==> config.mk <==
export PLATFORM = sky130hd
export DESIGN_NAME = dac_ramp_sequencer
export DESIGN_NICKNAME = d
export VERILOG_FILES = /design/src/rtl/dac_ramp_sequencer.sv
export SDC_FILE = /design/constraint.sdc
export NUM_CORES = 1
export LEC_CHECK = 0
export CORE_UTILIZATION = 53
export CTS_CLUSTER_SIZE = 20
export DETAILED_ROUTE_END_ITERATION = 16
export PLACE_DENSITY = 0.86
export SYNTH_ARGS = -nofsm -noshare
export SYNTH_HDL_FRONTEND = slang
export SYNTH_SLANG_ARGS = --single-unit
==> constraint.sdc <==
create_clock -name clk -period 3.6 [get_ports clk]
set_clock_uncertainty 0.15 [all_clocks]
set_input_delay 0.54 -clock clk [delete_from_list [all_inputs] [get_ports clk]]
set_output_delay 0.54 -clock clk [all_outputs]
set_load 0.02 [all_outputs]
==> src/rtl/dac_ramp_sequencer.sv <==
// -----------------------------------------------------------------------------
// dac_ramp_sequencer
//
// Purpose
//   Upstream feeder for the I2C DAC writer. It accepts 12-bit target setpoints
//   over a valid/ready port and slews the DAC code toward the newest target in
//   steps of at most `step` codes. It issues no more than one write request per
//   UPDATE_PERIOD cycles. It paces itself on the writer's busy output, and a
//   watchdog abandons a request that the writer never accepts.
//
// Parameters
//   UPDATE_PERIOD  minimum clk cycles between successive write requests (>= 2)
//   ACCEPT_TIMEOUT cycles dac_enable may stay high without busy rising (>= 1)
//   RESET_CODE     DAC code assumed and driven after reset
//
// Ports
//   clk          in   1   system clock
//   rst          in   1   asynchronous reset, active-high
//   tgt_value    in   12  requested DAC code
//   tgt_valid    in   1   tgt_value valid
//   tgt_ready    out  1   always 1; a target is taken on every valid cycle
//   step         in   12  max code change per write; 0 = jump straight to target
//   dac_busy     in   1   writer busy (low only while ready for a new request)
//   dac_enable   out  1   write request to the DAC writer
//   dac_value    out  12  code presented to the writer, stable while enabled
//   cur_value    out  12  last code the writer accepted
//   at_target    out  1   idle with cur_value == target
//   timeout_err  out  1   one-cycle pulse when the accept watchdog expires
// -----------------------------------------------------------------------------
module dac_ramp_sequencer #(
  parameter int          UPDATE_PERIOD  = 20000,
  parameter int          ACCEPT_TIMEOUT = 4096,
  parameter logic [11:0] RESET_CODE     = 12'd0
) (
  input  logic        clk,
  input  logic        rst,
  input  logic [11:0] tgt_value,
  input  logic        tgt_valid,
  output logic        tgt_ready,
  input  logic [11:0] step,
  input  logic        dac_busy,
  output logic        dac_enable,
  output logic [11:0] dac_value,
  output logic [11:0] cur_value,
  output logic        at_target,
  output logic        timeout_err
);

  // UPDATE_PERIOD-1 always fits in $clog2(UPDATE_PERIOD) bits for UPDATE_PERIOD >= 2.
  localparam int PW = $clog2(UPDATE_PERIOD);
  localparam int WW = (ACCEPT_TIMEOUT > 1) ? $clog2(ACCEPT_TIMEOUT) : 1;

  localparam logic [PW-1:0] PERIOD_LAST = PW'(UPDATE_PERIOD - 1);
  localparam logic [WW-1:0] WD_LAST     = WW'(ACCEPT_TIMEOUT - 1);

  typedef enum logic [1:0] {
    IDLE      = 2'd0,
    ISSUE     = 2'd1,
    WAIT_DONE = 2'd2
  } state_t;

  state_t        state_reg,     state_next;
  logic [11:0]   target_reg,    target_next;
  logic [11:0]   cur_reg,       cur_next;
  logic [11:0]   dac_value_reg, dac_value_next;
  logic          enable_reg,    enable_next;
  logic          timeout_reg,   timeout_next;
  logic [PW-1:0] period_reg,    period_next;
  logic [WW-1:0] wd_reg,        wd_next;

  // ---------------------------------------------------------------------------
  // Next code toward the target. The upward sum is carried in 13 bits so that
  // cur+step beyond 0xFFF clamps to the target instead of wrapping. The
  // downward path compares the step with the remaining distance before
  // subtracting, so the subtraction cannot go below zero.
  // ---------------------------------------------------------------------------
  logic [12:0] sum_up;
  logic [11:0] dist_down;
  logic [11:0] next_code;

  always_comb begin
    sum_up    = {1'b0, cur_reg} + {1'b0, step};
    dist_down = cur_reg - target_reg;  // only used when cur_reg > target_reg
    next_code = target_reg;
    if (step != 12'd0) begin
      if (cur_reg < target_reg) begin
        if (sum_up < {1'b0, target_reg}) begin
          next_code = sum_up[11:0];
        end
      end else if (cur_reg > target_reg) begin
        if (step < dist_down) begin
          next_code = cur_reg - step;
        end
      end
    end
  end

  // ---------------------------------------------------------------------------
  // Next-state and output logic.
  // ---------------------------------------------------------------------------
  always_comb begin
    state_next     = state_reg;
    cur_next       = cur_reg;
    dac_value_next = dac_value_reg;
    enable_next    = enable_reg;
    timeout_next   = 1'b0;
    wd_next        = wd_reg;
    // The period counter free-runs up to its last value and waits there.
    period_next    = (period_reg == PERIOD_LAST) ? period_reg : period_reg + 1'b1;
    // tgt_ready is constantly high, so every valid cycle is a handshake and
    // the newest target simply overwrites the old one. The write decision in
    // IDLE reads the registered target, so a handshake that coincides with
    // the end of a write steers the following step.
    target_next    = tgt_valid ? tgt_value : target_reg;

    case (state_reg)
      IDLE: begin
        if ((target_reg != cur_reg) && (period_reg == PERIOD_LAST)) begin
          dac_value_next = next_code;
          enable_next    = 1'b1;
          period_next    = '0;
          wd_next        = '0;
          state_next     = ISSUE;
        end
      end

      ISSUE: begin
        // Busy low at entry means the writer is ready. Acceptance is busy
        // rising, which also marks the code as handed over.
        if (dac_busy) begin
          enable_next = 1'b0;
          cur_next    = dac_value_reg;
          state_next  = WAIT_DONE;
        end else if (wd_reg == WD_LAST) begin
          // Give up on this request. The period counter is restarted so the
          // retry is spaced a full UPDATE_PERIOD after the abandoned request.
          enable_next  = 1'b0;
          timeout_next = 1'b1;
          period_next  = '0;
          state_next   = IDLE;
        end else begin
          wd_next = wd_reg + 1'b1;
        end
      end

      WAIT_DONE: begin
        if (!dac_busy) begin
          state_next = IDLE;
        end
      end

      default: begin
        state_next  = IDLE;
        enable_next = 1'b0;
      end
    endcase
  end

  // ---------------------------------------------------------------------------
  // State register.
  // ---------------------------------------------------------------------------
  always_ff @(posedge clk or posedge rst) begin
    if (rst) begin
      state_reg     <= IDLE;
      target_reg    <= RESET_CODE;
      cur_reg       <= RESET_CODE;
      dac_value_reg <= RESET_CODE;
      enable_reg    <= 1'b0;
      timeout_reg   <= 1'b0;
      // Start with the period already elapsed so the first write goes out
      // on the cycle after the first target arrives.
      period_reg    <= PERIOD_LAST;
      wd_reg        <= '0;
    end else begin
      state_reg     <= state_next;
      target_reg    <= target_next;
      cur_reg       <= cur_next;
      dac_value_reg <= dac_value_next;
      enable_reg    <= enable_next;
      timeout_reg   <= timeout_next;
      period_reg    <= period_next;
      wd_reg        <= wd_next;
    end
  end

  // ---------------------------------------------------------------------------
  // Outputs.
  // ---------------------------------------------------------------------------
  assign tgt_ready   = 1'b1;
  assign dac_enable  = enable_reg;
  assign dac_value   = dac_value_reg;
  assign cur_value   = cur_reg;
  assign timeout_err = timeout_reg;
  assign at_target   = (state_reg == IDLE) && (target_reg == cur_reg);

endmodule

==> flow_summary.yaml <==
clock_tree:
  root_buffer: "clkbuf_8"
  cts_tree: "yes"
  htreeDepth: 3
  cts_buffer_depth: 2
  clock_sinks: 67
  ctsHoldBuffers: 0
  clkTransAtPathRegs_ns: 0.12
  cts_buffers: 9
  clock_latency_ns: 0.39
die:
  chipWidth_um: 103
  io_pins: 56
  die_h_um: 103
  core-area_mm2: 0.00982
  die_area_mm2: 0.0106
  start_util_pct: 55.2
  core.rowCount: 36
timing:
  fmax_ghz: 0.225
  setup_viol: 12
  post-route-period-util_pct: 124
  setup_ws_ns: -0.852
  fin_crit_ns: 4.45
  rsz0062_at_grt: "yes"
  fin_setup_tns_ns: -9.28
  hold_viol: 0
  tightest_slew_ns: 0.828
  slew_violations: 0
  slew_headroom_pct: 44.6
layout:
  instances_no_fill: 926
  final_cell_mix: "115 x buf_4, 67 x nor2_1, 56 x dfrtp_1"
  fillers: 594
  syn_to_final_growth_pct: 39.9
  fin_area_mm2: 0.00758
  area.sequential_mm2: 0.00169
  drive_above_1_share_pct: 29.3
  fin_util_pct: 77.2
  finalNetCount: 877
  layout_commonest_cell: "buf_4"
  multi_input_area_mm2: 0.00383
  largest_register_ff_count: 15
synthesis:
  synthFlopType: "dfrtp_1"
  synth_edf_count: 0
  synthArstFlopShare_pct: 100
  synth_area_leader_cell: "dfrtp_1"
  syn_nets: 709
  synth_cell_type_count: 72
  syn_area_mm2: 0.00542
  synth_area_per_cell_um2: 8.75
  synth_top_area_share_pct: 26.8
  yosys_warnings: 0
  synth_cells: 619
  yosys-top-cells-area: "dfrtp_1 27%, ha_1 14%, nor2_1 4.6%"
  ys_seq_area_share_pct: 31.2
  ys_ff_latch: 67
setup_path:
  crit_type: "in2reg"
  worstPathArrival_ns: 4.58
  cp_cell_sequence: "clkdlybuf4s50_1, inv_1, ha_1, nor2b_1, nor2_1, buf_4, nand2_1, xnor2_4, inv_1, ha_1, a21oi_1, o21ai_0, a211oi_2, a21boi_4, nand2_2, o221a_4, a21oi_2, o21ai_1"
  crit_path_end_kind: "flop"
  required_ns: 3.73
  max_stage_delay_ns: 0.55
  start_kind: "input port"
  critical-path-slowest-cell: "clkdlybuf4s50_1"
  cp_max_fo: 7
place:
  dp_cells: 898
  gp_congestion: 0.981
  hpwl_mm: 12.8
  place_area_mm2: 0.00695
  numPortBuffers: 54
pwr:
  p_per_area_mw_per_mm2: 324
  p_leak_nw: 3.62
  finalPower_w: 0.00245
  irDropWorstVdd_mv: 0.240
detailed_routing:
  final_antenna_net_count: 0
  post-route-drc-count: 0
  via_count: 6068
  drt_iter0_drc: 778
  drtPass1Iterations: 7
  wl_mm: 21.3
  viasPerCell: 6.55
  post_drt_wl_per_cell_um: 23.0
grt:
  grt_max_degree: 37
  top_usage_layer: "met2"
  grtUsageMet3_pct: 12.8
  grt_use_total_pct: 40.5
  overflow: 0
  use_met2_pct: 66.5
  first_global_vias: 6001
  grt_pass1_wl_mm: 31.6
  antenna_found_initial: 1
  met1_usage_pct: 45.3
status:
  status: "finished, violations left"
  violations: "negative setup slack"
run:
  maxCapViolations: 0
hold_path:
  hp-class: "reg2reg"
## path summary, 6_finish.rpt
path	from	end	slack (ns)	cells past startpoint
worst min-delay path	target_reg[6]	dac_value[6]	0.35	2
worst max register to register	cur_value[7]	dac_value[8]	-0.72	17
worst min register to register	target_reg[6]	dac_value[6]	0.35	2
worst max-delay path	step[7]	dac_value[8]	-0.85	18
min in group asynchronous	rst	period_reg[13]	0.45	2
max in group asynchronous	rst	cur_value[0]	2.19	3
## critical path: cells and delay by family
kind | cells | cell delay (ns)
xor gates and xnor gates | 1 | 0.24
AOI/OAI and AO/OA | 7 | 1.39
buffers and inverters | 4 | 0.89
adders and majority gates | 2 | 0.65
and+or+nand+nor | 4 | 0.86
## report_power, final
| part | total [W] | leakage (nW) | switching (W) | internal [W] |
|---|---|---|---|---|
| Sequential | 0.000790 | 0.847 | 0.0000195 | 0.000771 |
| Combinational | 0.000777 | 2.64 | 0.000416 | 0.000362 |
| Clock | 0.000886 | 0.131 | 0.000352 | 0.000534 |
## cell type report
class | instances | share of cell area, %
Sequential cell | 67 | 22.3
Clock buffer | 10 | 1.68
Timing Repair Buffer | 174 | 19.4
Tap cell | 133 | 2.20
Inverter | 41 | 2.03
Antenna cell | 1 | 0.0330
Multi-Input combinational cell | 494 | 50.5
Clock inverter | 6 | 1.82
## per-stage QoR
step	hold slack [ns]	worst slack [ns]
global placement	0.317	-1.01
detailed placement	0.344	-1.14
finish	0.348	-0.852
floorplan	0.303	-0.292
global route	0.388	-0.954
CTS	0.360	-0.481
## per-layer routing
layer / routed length, µm / vias to the layer above
li1: - / 2521
met1: 7170 / 2816
met5: 0 / -
met2: 9900 / 524
met4: 1790 / 0
met3: 2460 / 207
## kinds of logic after synthesis
family	count (synthesis)	synth area share (%)
compound gates	124	15.1
xor+xnor	45	7.28
fa+ha+maj	62	14.7
buf+inv	58	4.30
flops	67	31.2
mux	16	3.23
other cells	1	0.0692
simple gates	246	24.1
## repair_timing
action / in CTS / in global routing
setup buffers: 8 / 3
gates resized for setup: 38 / 21
cloned: 0 / 0
endpoints found under the setup margin: 12 / 13
pin swaps: 36 / 15
## synth_stat cells, types with 2 or more instances
cell type  count
nand4_1       12
nor3_2         2
xnor2_1       19
buf_4          2
ha_1          59
inv_1         40
xor2_1        26
o21ai_0       30
buf_2          5
buf_1          2
o211ai_1       2
o31ai_1        7
a22oi_1        2
nor2b_1       10
nor2_1        67
and2_1         5
nor3_1        14
a211oi_1       7
fa_1           3
dfrtp_1       58
a21oi_1       28
o41ai_1        2
a31oi_1        8
nand3_4        2
o21bai_1       4
clkbuf_1       7
mux2i_1        4
or3_1          6
and3_4         2
o21a_1         4
and3_1         6
and4_1         6
nand2_1       55
o21ai_1        6
nand2b_1      13
dfstp_2        9
nor4_1         8
mux2_2        12
a21o_1         8
o22ai_1        2
nand3_1       24
(Power assumes the default switching activity.)
